### config.mk
export PLATFORM = sky130hd
export DESIGN_NAME = parc_core_reorder_buffer
export DESIGN_NICKNAME = d
export VERILOG_FILES = /design/src/rtl/parc_core_reorder_buffer_pkg.sv /design/src/rtl/parc_core_rob_ptr.sv /design/src/rtl/parc_core_reorder_buffer.sv
export SDC_FILE = /design/constraint.sdc
export NUM_CORES = 1
export LEC_CHECK = 0
export BUFFER_PORTS_ARGS = -buffer_cell sky130_fd_sc_hd__buf_4
export CORE_MARGIN = 2
export CORE_UTILIZATION = 40
export DETAILED_ROUTE_END_ITERATION = 8
export MAX_ROUTING_LAYER = met4
export SLEW_MARGIN = 10
export SYNTH_ARGS = -nofsm -noshare
export SYNTH_HDL_FRONTEND = slang
export SYNTH_HIERARCHICAL = 1
export SYNTH_SLANG_ARGS = --single-unit
### constraint.sdc
create_clock -name clk -period 6.4 [get_ports clk]
set_input_delay 0.32 -clock clk [delete_from_list [all_inputs] [get_ports clk]]
set_output_delay 0.32 -clock clk [all_outputs]
set_load 0.05 [all_outputs]
### src/rtl/parc_core_reorder_buffer_pkg.sv
// Shared ROB definitions for the pv2ooo PARC core: slot geometry, bypass mux
// encodings and functional-unit codes also used by the decode/issue scoreboard.
package parc_core_reorder_buffer_pkg;

  localparam int ROB_SLOT_W  = 4;
  localparam int ROB_ENTRIES = 16;
  localparam int ROB_PREG_W  = 5;

  typedef enum logic [2:0] {
    BYP_RF  = 3'd0,
    BYP_X   = 3'd1,
    BYP_M   = 3'd2,
    BYP_W   = 3'd3,
    BYP_MUL = 3'd4,
    BYP_ROB = 3'd5
  } byp_sel_e;

  typedef enum logic [1:0] {
    FU_NONE = 2'd0,
    FU_ALU  = 2'd1,
    FU_MEM  = 2'd2,
    FU_MUL  = 2'd3
  } fu_code_e;

  typedef struct packed {
    logic                  valid;
    logic                  filled;
    logic                  wen;
    logic [ROB_PREG_W-1:0] preg;
  } rob_ctrl_t;

  // Register r0 is hardwired, so an entry targeting it never writes back.
  function automatic logic rob_entry_wen(input logic wen, input logic [ROB_PREG_W-1:0] preg);
    return wen && (preg != 5'd0);
  endfunction

endpackage

### src/rtl/parc_core_rob_ptr.sv
// Wrapping pointer register with increment enable; used for the ROB head and tail.
module parc_core_rob_ptr #(
  parameter int W = 4
) (
  input  logic         clk,
  input  logic         reset,
  input  logic         inc,
  output logic [W-1:0] ptr
);

  logic [W-1:0] ptr_r;

  // Pointer register; wraps by natural overflow of the W-bit value.
  always_ff @(posedge clk) begin
    if (reset) begin
      ptr_r <= '0;
    end else if (inc) begin
      ptr_r <= ptr_r + {{(W-1){1'b0}}, 1'b1};
    end else begin
      ptr_r <= ptr_r;
    end
  end

  assign ptr = ptr_r;

endmodule

### src/rtl/parc_core_reorder_buffer.sv
// parc_core_reorder_buffer: in-order retirement buffer for the pv2ooo PARC pipeline.
// Build option: define PARC_ROB_BYPASS_EN to enable the two ROB-stage bypass read ports.
module parc_core_reorder_buffer
  import parc_core_reorder_buffer_pkg::*;
#(
  parameter  int NUM_ENTRIES = ROB_ENTRIES,
  parameter  int DATA_W      = 32,
  localparam int SLOT_W      = $clog2(NUM_ENTRIES)
) (
  input  logic                  clk,
  input  logic                  reset,
  input  logic                  alloc_val,
  output logic                  alloc_rdy,
  input  logic [ROB_PREG_W-1:0] alloc_preg,
  input  logic                  alloc_wen,
  output logic [SLOT_W-1:0]     alloc_slot,
  input  logic                  fill_val,
  input  logic [SLOT_W-1:0]     fill_slot,
  input  logic [DATA_W-1:0]     fill_data,
  output logic                  commit_val,
  output logic                  commit_wen,
  output logic [SLOT_W-1:0]     commit_slot,
  output logic [ROB_PREG_W-1:0] commit_waddr,
  output logic [DATA_W-1:0]     commit_wdata,
  input  logic [SLOT_W-1:0]     byp0_slot,
  output logic [DATA_W-1:0]     byp0_data,
  input  logic [SLOT_W-1:0]     byp1_slot,
  output logic [DATA_W-1:0]     byp1_data
);

  localparam logic [SLOT_W:0] FULL_CNT = NUM_ENTRIES[SLOT_W:0];

  rob_ctrl_t         ctrl_r [NUM_ENTRIES];
  logic [DATA_W-1:0] data_r [NUM_ENTRIES];
  logic [SLOT_W:0]   count_r;
  logic [SLOT_W-1:0] head_s;
  logic [SLOT_W-1:0] tail_s;
  logic              alloc_rdy_s;
  logic              alloc_fire_s;
  logic              fill_fire_s;
  logic              commit_fire_s;

  // A full ROB refuses allocation even in a cycle where it retires.
  assign alloc_rdy_s   = (count_r != FULL_CNT);
  assign alloc_fire_s  = alloc_val && alloc_rdy_s;
  assign fill_fire_s   = fill_val && ctrl_r[fill_slot].valid;
  assign commit_fire_s = ctrl_r[head_s].valid && ctrl_r[head_s].filled;

  parc_core_rob_ptr #(.W(SLOT_W)) u_head_ptr (
    .clk   (clk),
    .reset (reset),
    .inc   (commit_fire_s),
    .ptr   (head_s)
  );

  parc_core_rob_ptr #(.W(SLOT_W)) u_tail_ptr (
    .clk   (clk),
    .reset (reset),
    .inc   (alloc_fire_s),
    .ptr   (tail_s)
  );

  // Entry array: allocate at tail, retire at head, capture writeback by slot.
  always_ff @(posedge clk) begin
    for (int i = 0; i < NUM_ENTRIES; i++) begin
      if (reset) begin
        ctrl_r[i] <= '0;
        data_r[i] <= '0;
      end else begin
        if (alloc_fire_s && (tail_s == SLOT_W'(i))) begin
          ctrl_r[i].valid  <= 1'b1;
          ctrl_r[i].filled <= 1'b0;
          ctrl_r[i].wen    <= rob_entry_wen(alloc_wen, alloc_preg);
          ctrl_r[i].preg   <= alloc_preg;
        end else if (commit_fire_s && (head_s == SLOT_W'(i))) begin
          ctrl_r[i].valid <= 1'b0;
        end else begin
          ctrl_r[i].valid <= ctrl_r[i].valid;
        end
        if (fill_fire_s && (fill_slot == SLOT_W'(i))) begin
          ctrl_r[i].filled <= 1'b1;
          data_r[i]        <= fill_data;
        end
      end
    end
  end

  // Occupancy counter.
  always_ff @(posedge clk) begin
    if (reset) begin
      count_r <= '0;
    end else begin
      case ({alloc_fire_s, commit_fire_s})
        2'b10:   count_r <= count_r + {{SLOT_W{1'b0}}, 1'b1};
        2'b01:   count_r <= count_r - {{SLOT_W{1'b0}}, 1'b1};
        default: count_r <= count_r;
      endcase
    end
  end

  assign alloc_rdy  = alloc_rdy_s;
  assign alloc_slot = tail_s;

  // Retirement outputs, derived from registered state only.
  always_comb begin
    commit_val  = commit_fire_s;
    commit_slot = head_s;
    if (commit_fire_s) begin
      commit_wen   = ctrl_r[head_s].wen;
      commit_waddr = ctrl_r[head_s].preg;
      commit_wdata = data_r[head_s];
    end else begin
      commit_wen   = 1'b0;
      commit_waddr = '0;
      commit_wdata = '0;
    end
  end

`ifdef PARC_ROB_BYPASS_EN
  assign byp0_data = data_r[byp0_slot];
  assign byp1_data = data_r[byp1_slot];
`else
  logic unused_byp_s;
  assign unused_byp_s = ^{byp0_slot, byp1_slot};
  assign byp0_data    = '0;
  assign byp1_data    = '0;
`endif

endmodule

==> flow_summary.toml <==
[pwr]
seqPwrFrac = 0.504
switching_share = 0.237
ir_drop_mv = 0.156
power_mw = 9.77
comb_power_share = 0.091
p_per_area_nw_per_um2 = 295
p_leak_nw = 11.1
p_sw_mw = 2.31
p_clk_frac = 0.405
p_int_mw = 7.45

[min_path]
hp-class = "in2reg"

[critical_path]
worstPathArrival_ps = 4750
r2r_start = "u_head_ptr/ptr[1]"
end_kind = "flip-flop"
regToRegSetupSlack_ps = 2130
crit_path_start_kind = "flip-flop"
critPathKind = "reg2reg"
setup.worst_path.start = "u_head_ptr/ptr[1]"
r2r_end = "count_r[4]"
path_max_fanout = 59
rr_worst_depth = 12
cp_data_required_time_ps = 6870
crit_end = "count_r[4]"

[job]
cap_violations = 0

[synth]
ys_types = 50
yosysSeqAreaShare = 0.660
async_flop_share = 0
synth.top_cell.area_share = 0.651
ys_ff_latch = 653
syn_inst = 2011
synth.top_cells.by_area = "edfxtp_1 (65%), mux4_2 (15%), nor2_1 (7.2%)"
synth_top_area_cell = "edfxtp_1"
syn_area_um2 = 29500
ys_warn_count = 6
synth_edf_count = 640
synth_ff_type = "edfxtp_1"
avgSynthCellArea_um2 = 14.7

[route]
drt-initial-drc-count = 1920
drcViolationCount = 3
vias_per_cell = 5.62
dr.pass1.iters = 8
wirelength_um = 78300
antenna_left = 0
vias = 17100
post_drt_wl_per_cell_um = 25.7

[final_layout]
fillers = 6417
mostFrequentLayoutCell = "edfxtp_1"
final_nets = 2100
final_cell_mix = "edfxtp_1 (640), nor2_1 (563), mux4_2 (202), buf_4 (115), and2_1 (81)"
syn_to_final_growth_pct = 12.3
instances_no_fill = 3052
n_antenna_cell = 0
drive_gt1_frac = 0.224

[sta]
timing.fmax_ghz = 0.234
finalHoldViolCount = 0
tightest_slew_ps = 1220
finalCritPeriodShare = 0.668
clock_skew_ps = 33.7
finalSetupViolCount = 0
relSlewSlack = 0.186
slew_viol_final = 0
fin_crit_ps = 4270
rsz0062_at_grt = "false"
fin_setup_tns_ps = 0

[floorplanning]
die_area_um2 = 76000
die_w_um = 276
top_level_ports = 166
coreArea_um2 = 73100
start_util = 0.404
fp-row-count = 99
die_h_um = 276

[clocking]
insertion_delay_ps = 620
tritoncts = "done"
ctsResizeCount = 0
cts_buffers = 71
numClockSinks = 653
clockBufferDepth = 3
hold_buffers = 0
clk_pin_slew_ps = 60
cts_root_buf = "clkbuf_16"
htree_levels = 3
post-cts-setup-buffers = 0

[placement]
dp_hpwl_um = 41500
io_buffers = 93
dp.cells = 2927
place_congestion = 0.802

[global_route]
grt_pass1_vias = 17700
grtUsageTotal = 0.216
antenna_found_initial = 0
grt_first_pass_wirelength_um = 115000
grt_max_degree = 114
overflow = 0

[status]
violations = "DRC"
status = "complete, but fails checks"
==> power groups by stage <==
stage | logic (mW) | registers [mW] | clock network (mW)
after floorplan | 0.660 | 4.99 | 0
after global placement | 0.890 | 5.00 | 0
after detailed placement | 0.896 | 5.01 | 0
after CTS | 0.897 | 4.92 | 4.02
after global routing | 0.941 | 4.94 | 4.19
final | 0.889 | 4.92 | 3.96
==> critical path, cell delays in order (launching register included) <==
cell	delay (ps)
dfxtp_4	980
mux4_2	620
a22oi_2	430
a32o_2	220
inv_1	150
ha_1	360
xor2_1	180
ha_1	260
or3b_2	450
a21oi_1	150
o21ai_0	120
xor2_1	150
nor2_1	50
==> per-layer routing <==
metal  vias up  global-route usage  routed length (um)
met5         -                   -                   0
met4         0              0.0584                1610
met3       131              0.0391                7100
met2       831               0.346               38400
met1      8853               0.284               31200
li1       7324                   -                   -
==> synthesized netlist by cell type (13+ instances only) <==
library cell  instances
edfxtp_1            640
buf_2                32
o21ai_0              20
o21bai_1             16
a21oi_1              14
nor2_1              563
and2_1               81
buf_4                73
nand3_1              13
nor2b_1              48
nor3_1               18
mux4_2              202
buf_1                15
clkbuf_1            101
dfxtp_1              13
nand2_1              62
inv_1                15
==> registers in the layout (all words and copies together) (netlist names) <==
signal          flops
u_head_ptr/ptr      4
u_tail_ptr/ptr      4
count_r             5
ctrl_r            128
data_r            512
==> how the worst min path moves through the flow <==
stage,cells past startpoint,from,to,slack [ps]
CTS,2,alloc_preg[0],ctrl_r[2][0],110
detailed placement,2,count_r[4],count_r[4],530
global route,2,alloc_preg[4],ctrl_r[10][4],140
finish,2,alloc_preg[0],ctrl_r[0][0],130
global placement,2,count_r[4],count_r[4],530
floorplan,1,reset,u_head_ptr/ptr[2],390
==> layout make-up <==
| class | instances | area, um2 | share of cell area |
|---|---|---|---|
| flip-flops and latches | 653 | 19500 | 0.588 |
| clock inverters | 35 | 359 | 0.0108 |
| well taps | 959 | 1200 | 0.0362 |
| inverters | 15 | 56.3 | 0.00170 |
| multi-input cells | 1183 | 9280 | 0.280 |
| repair buffers | 117 | 903 | 0.0272 |
| clock buffers | 90 | 1870 | 0.0564 |
==> stage by stage <==
| stage | hold WS (ps) | setup slack [ps] | cell area (um2) | utilization |
|---|---|---|---|---|
| 6_report | 132 | 2130 | 33200 | 0.454 |
| 3_3_place_gp | 534 | 2160 | 30900 | 0.423 |
| 3_5_place_dp | 527 | 2160 | 30900 | 0.423 |
| 4_1_cts | 113 | 2130 | 33200 | 0.454 |
| 5_1_grt | 142 | 1870 | 33200 | 0.454 |
| 2_1_floorplan | 389 | 2090 | 29800 | - |
==> cells by family after synthesis <==
family,count (synthesis),synth area share
and+or+nand+nor,822,0.121
DFF,653,0.660
buffers and inverters,238,0.0412
muxes,209,0.157
AOI/OAI and AO/OA,77,0.0171
xor gates and xnor gates,6,0.00178
adders and majority gates,5,0.00212
other,1,0.000127
(Power assumes the default switching activity.)
